==> src/rtl/tcam_pkg.sv <==
// Shared TCAM constants and the match-resolver state encoding.
package tcam_pkg;

  localparam int NUM_RULES = 120;
  localparam int RULE_W    = 104;
  localparam int IDX_W     = 7;
  localparam int CNT_W     = 8;

  // A single rule bit at position 0, used to build per-rule masks and decrements.
  localparam logic [NUM_RULES-1:0] RULE_ONE = NUM_RULES'(1);

  typedef enum logic [1:0] {
    IDLE = 2'd0,
    EMIT = 2'd1,
    MISS = 2'd2
  } state_t;

endpackage

==> src/rtl/tcam_prio_enc.sv <==
// Lowest-index-wins priority encoder over the rule vector, with a flag for
// "exactly one bit set" so the resolver knows when the current hit is the final one.
module tcam_prio_enc
  import tcam_pkg::*;
(
  input  logic [NUM_RULES-1:0] vec,
  output logic [IDX_W-1:0]     idx,
  output logic                 any,
  output logic                 onehot
);

  // Scan from the top down so that the lowest set bit is the last one written.
  always_comb begin
    idx = '0;
    for (int i = NUM_RULES - 1; i >= 0; i--) begin
      if (vec[i]) idx = IDX_W'(i);
    end
  end

  assign any    = |vec;
  assign onehot = any && ((vec & (vec - RULE_ONE)) == '0);

endmodule

==> src/rtl/tcam_match_resolver.sv <==
// Consumes one TCAM match vector per lookup and streams out the matching rule
// indices in priority order, or a single miss beat when nothing matched.
module tcam_match_resolver
  import tcam_pkg::*;
(
  input  logic                 write_clk,
  input  logic                 reset,
  input  logic                 match_valid,
  output logic                 match_ready,
  input  logic [NUM_RULES-1:0] match_vec,
  input  logic                 first_only,
  output logic                 out_valid,
  input  logic                 out_ready,
  output logic [IDX_W-1:0]     out_idx,
  output logic                 out_miss,
  output logic                 out_last,
  output logic [CNT_W-1:0]     hit_count,
  output logic                 busy
);

  state_t               state_q, state_d;
  logic [NUM_RULES-1:0] pend_q, pend_d;
  logic                 mode_q, mode_d;
  logic [CNT_W-1:0]     hit_count_q, hit_count_d;
  logic [CNT_W-1:0]     popcnt;
  logic                 ready_q, ready_d;
  logic [IDX_W-1:0]     enc_idx;
  logic                 enc_any;
  logic                 enc_onehot;

  tcam_prio_enc u_prio_enc (
    .vec    (pend_q),
    .idx    (enc_idx),
    .any    (enc_any),
    .onehot (enc_onehot)
  );

  // Hit count of the incoming vector, taken at capture time.
  always_comb begin
    popcnt = '0;
    for (int i = 0; i < NUM_RULES; i++) begin
      popcnt = popcnt + CNT_W'(match_vec[i]);
    end
  end

  // Next-state and stream outputs; each accepted hit is cleared from the pending vector.
  always_comb begin
    state_d     = state_q;
    pend_d      = pend_q;
    mode_d      = mode_q;
    hit_count_d = hit_count_q;
    out_valid   = 1'b0;
    out_idx     = '0;
    out_miss    = 1'b0;
    out_last    = 1'b0;
    case (state_q)
      IDLE: begin
        if (ready_q && match_valid) begin
          pend_d      = match_vec;
          mode_d      = first_only;
          hit_count_d = popcnt;
          state_d     = (|match_vec) ? EMIT : MISS;
        end
      end
      EMIT: begin
        out_valid = enc_any;
        out_idx   = enc_idx;
        out_last  = mode_q || enc_onehot;
        if (out_valid && out_ready) begin
          if (out_last) begin
            pend_d  = '0;
            state_d = IDLE;
          end else begin
            pend_d = pend_q & ~(RULE_ONE << enc_idx);
          end
        end
      end
      MISS: begin
        out_valid = 1'b1;
        out_miss  = 1'b1;
        out_last  = 1'b1;
        if (out_ready) state_d = IDLE;
      end
      default: state_d = IDLE;
    endcase
  end

  // Ready only after a full cycle spent in IDLE, which leaves a one-cycle bubble between lookups.
  always_comb begin
    ready_d = (state_d == IDLE) && (state_q == IDLE);
  end

  // State and capture registers with synchronous reset.
  always_ff @(posedge write_clk) begin
    if (reset) begin
      state_q     <= IDLE;
      pend_q      <= '0;
      mode_q      <= 1'b0;
      hit_count_q <= '0;
      ready_q     <= 1'b1;
    end else begin
      state_q     <= state_d;
      pend_q      <= pend_d;
      mode_q      <= mode_d;
      hit_count_q <= hit_count_d;
      ready_q     <= ready_d;
    end
  end

  assign match_ready = ready_q;
  assign hit_count   = hit_count_q;
  assign busy        = (state_q != IDLE);

endmodule

==> config.mk <==
export PLATFORM = sky130hd
export DESIGN_NAME = tcam_match_resolver
export DESIGN_NICKNAME = d
export VERILOG_FILES = /design/src/rtl/tcam_pkg.sv /design/src/rtl/tcam_prio_enc.sv /design/src/rtl/tcam_match_resolver.sv
export SDC_FILE = /design/constraint.sdc
export NUM_CORES = 1
export LEC_CHECK = 0
export ABC_CLOCK_PERIOD_IN_PS = 7570
export CORE_ASPECT_RATIO = 0.75
export CORE_MARGIN = 4
export CORE_UTILIZATION = 41
export DETAILED_ROUTE_END_ITERATION = 10
export DONT_BUFFER_PORTS = 1
export PLACE_DENSITY_LB_ADDON = 0.15
export SKIP_CTS_REPAIR_TIMING = 1
export SYNTH_ARGS = -nofsm -noshare
export SYNTH_HDL_FRONTEND = slang
export SYNTH_SLANG_ARGS = --single-unit
==> constraint.sdc <==
create_clock -name write_clk -period 7.57 [get_ports write_clk]
set_input_delay 1.514 -clock write_clk [delete_from_list [all_inputs] [get_ports write_clk]]
set_output_delay 1.514 -clock write_clk [all_outputs]
set_load 0.05 [all_outputs]
==> flow_summary_export.csv <==
group,metric,value,unit
sta,rsz0062_at_grt,"no",
synthesis,synthCells,1693,
sta,final.setup_skew,0.01654,ns
cells_and_area,diodes,0,
detailed_routing,vias,13830,
clock_network,cts_max_level,4,
clock_network,numCtsBuffers,17,
worst_setup_path,r2r_end,"pend_q[100]$_SDFFE_PP0P_",
worst_setup_path,r2r-start,"pend_q[2]$_SDFFE_PP0P_",
detailed_routing,routedWlPerCell,30.03,um
clock_network,cts-root-buf,"clkbuf_16",
min_path,hp-class,"register to register",
synthesis,ys_ff_latch,132,
synthesis,synth-async-reset-ratio,0,%
floorplanning,die_x,215.8,um
sta,period_needed,7.370,ns
detailed_routing,drtPass1Iterations,6,
detailed_routing,highest_layer,"met5",
synthesis,synth_cell_type_count,76,
clock_network,clkTransAtPathRegs,0.07,ns
place,gp_congestion,0.9983,
clock_network,cts.sinks,132,
floorplanning,die_h,163.8,um
detailed_routing,routed_via_density,6.681,
worst_setup_path,critPathMaxFanout,2,
worst_setup_path,cp-end-kind,"register",
synthesis,synth_area_leader_cell,"dfxtp_1",
clock_network,max-clock-path-buffers,2,
worst_setup_path,required,7.93,ns
floorplanning,coreArea,31600,um^2
worst_setup_path,critPathKind,"input pin to register",
worst_setup_path,start_kind,"input pin",
sta,fin_crit_sh,97.35,%
sta,holdWs,0.4899,ns
synthesis,avgSynthCellArea,7.839,um^2
detailed_routing,wl_met3,7.709,mm
detailed_routing,ant_nets,0,
flow_run,maxCapViolations,0,
sta,drv_slew,0,
worst_setup_path,path_cells,"inv_1, fa_1, fa_1, fa_1, fa_1, fa_1, fa_1, inv_1, fa_1, inv_1, fa_1, fa_1, inv_1, ha_1, inv_1, fa_2, nor2b_1, o21ai_0, nand2b_1, a21o_1, a21oi_1, xnor2_1, a211oi_1",
worst_setup_path,r2r_slack,1.59,ns
place,port_buffers,0,
global_route,grt_usage,34.64,%
synthesis,synth-main-ff-cell,"dfxtp_1",
sta,setup_violations,0,
sta,slew_headroom,16.00,%
detailed_routing,wirelength,62.16,mm
worst_setup_path,cp_slowest_stage_delay,0.61,ns
synthesis,synth_edf_count,0,
clock_network,cts_tree,"done",
sta,fmax,135.7,MHz
cells_and_area,area_growth_syn_to_layout,6.110,%
synthesis,yosys-top-cells-area,"dfxtp_1 20%, fa_1 16%, o31ai_2 6.6%, inv_1 5.9%, o21ai_0 5.4%",
floorplanning,start_util,42.00,%
synthesis,synth-seq-area-share,19.91,%
worst_setup_path,crit_path_frequent_cell,"fa_1",
detailed_routing,met2_length,25.79,mm
cells_and_area,drive_gt1_share,10.70,%
clock_network,clock_latency,0.45,ns
sta,finalHoldViolCount,0,
worst_setup_path,crit_start,"match_vec[113]",
synthesis,synth_area,13270,um^2
worst_setup_path,worst-r2r-cell-count,11,
worst_setup_path,worstPathArrival,7.73,ns
place,post-dp-hpwl,49.20,mm
synthesis,syn_nets,1952,
sta,tightest_slew,1.248,ns
worst_setup_path,cp_slowest_cell,"fa_1",
floorplanning,ios,145,
synthesis,yosysTopAreaCellShare,19.91,%
global_route,grt_overflow_total,0,
run_status,status,"finished, final reports clean",
floorplanning,die_area,35340,um^2
floorplanning,rows,56,
detailed_routing,detail_route.iter0.violations,2107,
synthesis,ys_warn_count,0,
cells_and_area,nNetsFinal,1881,
global_route,grt_pass1_vias,12890,
global_route,grt_first_pass_wirelength,90.10,mm
global_route,grt_max_degree,137,
worst_setup_path,worstSetupEndpoint,"hit_count[6]$_SDFFE_PP0P_",
cells_and_area,fill_cells,3236,
detailed_routing,drt-met1-wl,26.56,mm
global_route,antenna_found_initial,3,
detailed_routing,drc,0,
==> routing by layer <==
metal,track usage [%],vias up
met5,0,-
met2,50.11,930
met1,49.56,6812
met4,9.950,6
li1,-,5961
met3,11.08,120
==> placed cells by master (no fill, tap or decap), types with 14 or more instances in the layout <==
| master | n |
|---|---|
| inv_1 | 207 |
| nand2_1 | 151 |
| o21ai_0 | 143 |
| dfxtp_1 | 132 |
| fa_1 | 104 |
| nor2_1 | 94 |
| a21oi_1 | 94 |
| nor4_1 | 84 |
| o31ai_2 | 70 |
| nor3_1 | 63 |
| o22ai_1 | 48 |
| buf_4 | 37 |
| nand3_1 | 34 |
| o31ai_1 | 30 |
| or4_1 | 26 |
| ha_1 | 26 |
| nand4_1 | 25 |
| and3_1 | 23 |
| o41ai_1 | 17 |
| clkbuf_16 | 17 |
| a31oi_1 | 14 |
==> state kept, by name, summed over array words and instances (netlist names) <==
signal / cells
hit_count: 8
match_ready: 1
mode_q: 1
pend_q: 120
state_q: 2
==> area by class of cell <==
class                           instances  area, um^2  area share, %
Clock buffer                           18       439.2          3.119
Inverter                              207       777.0          5.518
Timing Repair Buffer                   38       297.8          2.115
Tap cell                              435       544.3          3.865
Sequential cell                       132        2643          18.76
Multi-Input combinational cell       1226        9239          65.61
Clock inverter                         14       142.6          1.013
==> synth_stat cells (30+ instances only) <==
master / count
nor3_1: 64
inv_1: 207
nor2_1: 95
nand3_1: 34
o21ai_0: 143
dfxtp_1: 132
o31ai_1: 30
o31ai_2: 70
clkbuf_1: 105
nor4_1: 84
o22ai_1: 48
fa_1: 108
a21oi_1: 94
nand2_1: 151
==> metrics by stage <==
step	setup slack, ns	utilization [%]	setup TNS, ns	std cells	cell area [um^2]
final	0.2003	44.56	0	2070	14080
after global routing	0.01292	44.56	0	2070	14080
after CTS	0.1825	44.53	0	2070	14070
after detailed placement	-0.2892	42.69	-0.8695	2038	13490
after global placement	-0.1991	42.69	-0.5689	2038	13490
after floorplan	0.07999	-	0	1693	13270
==> how the worst min path moves through the flow <==
stage,from,end,cells after the start
after floorplan,mode_q$_SDFFE_PP0P_,mode_q$_SDFFE_PP0P_,2
after global placement,mode_q$_SDFFE_PP0P_,mode_q$_SDFFE_PP0P_,2
after detailed placement,mode_q$_SDFFE_PP0P_,mode_q$_SDFFE_PP0P_,2
after CTS,mode_q$_SDFFE_PP0P_,mode_q$_SDFFE_PP0P_,2
after global routing,mode_q$_SDFFE_PP0P_,mode_q$_SDFFE_PP0P_,2
final,mode_q$_SDFFE_PP0P_,mode_q$_SDFFE_PP0P_,2
==> critical path, delay by kind of cell <==
kind	cells	cell delay (ns)
xor gates and xnor gates	1	0.12
AOI/OAI and AO/OA	4	0.49
and+or+nand+nor	2	0.24
buffers and inverters	5	0.28
adders and majority gates	11	5.06
==> kinds of logic after synthesis <==
group,share of synthesized area [%]
simple gates,22.65
compound gates,27.64
buf+inv,10.73
fa+ha+maj,18.74
flops,19.91
xor+xnor,0.3300
Power is left out: the tool's default activity adds up to more than one toggle a clock period on the data nets, which glitch-free logic cannot reach.
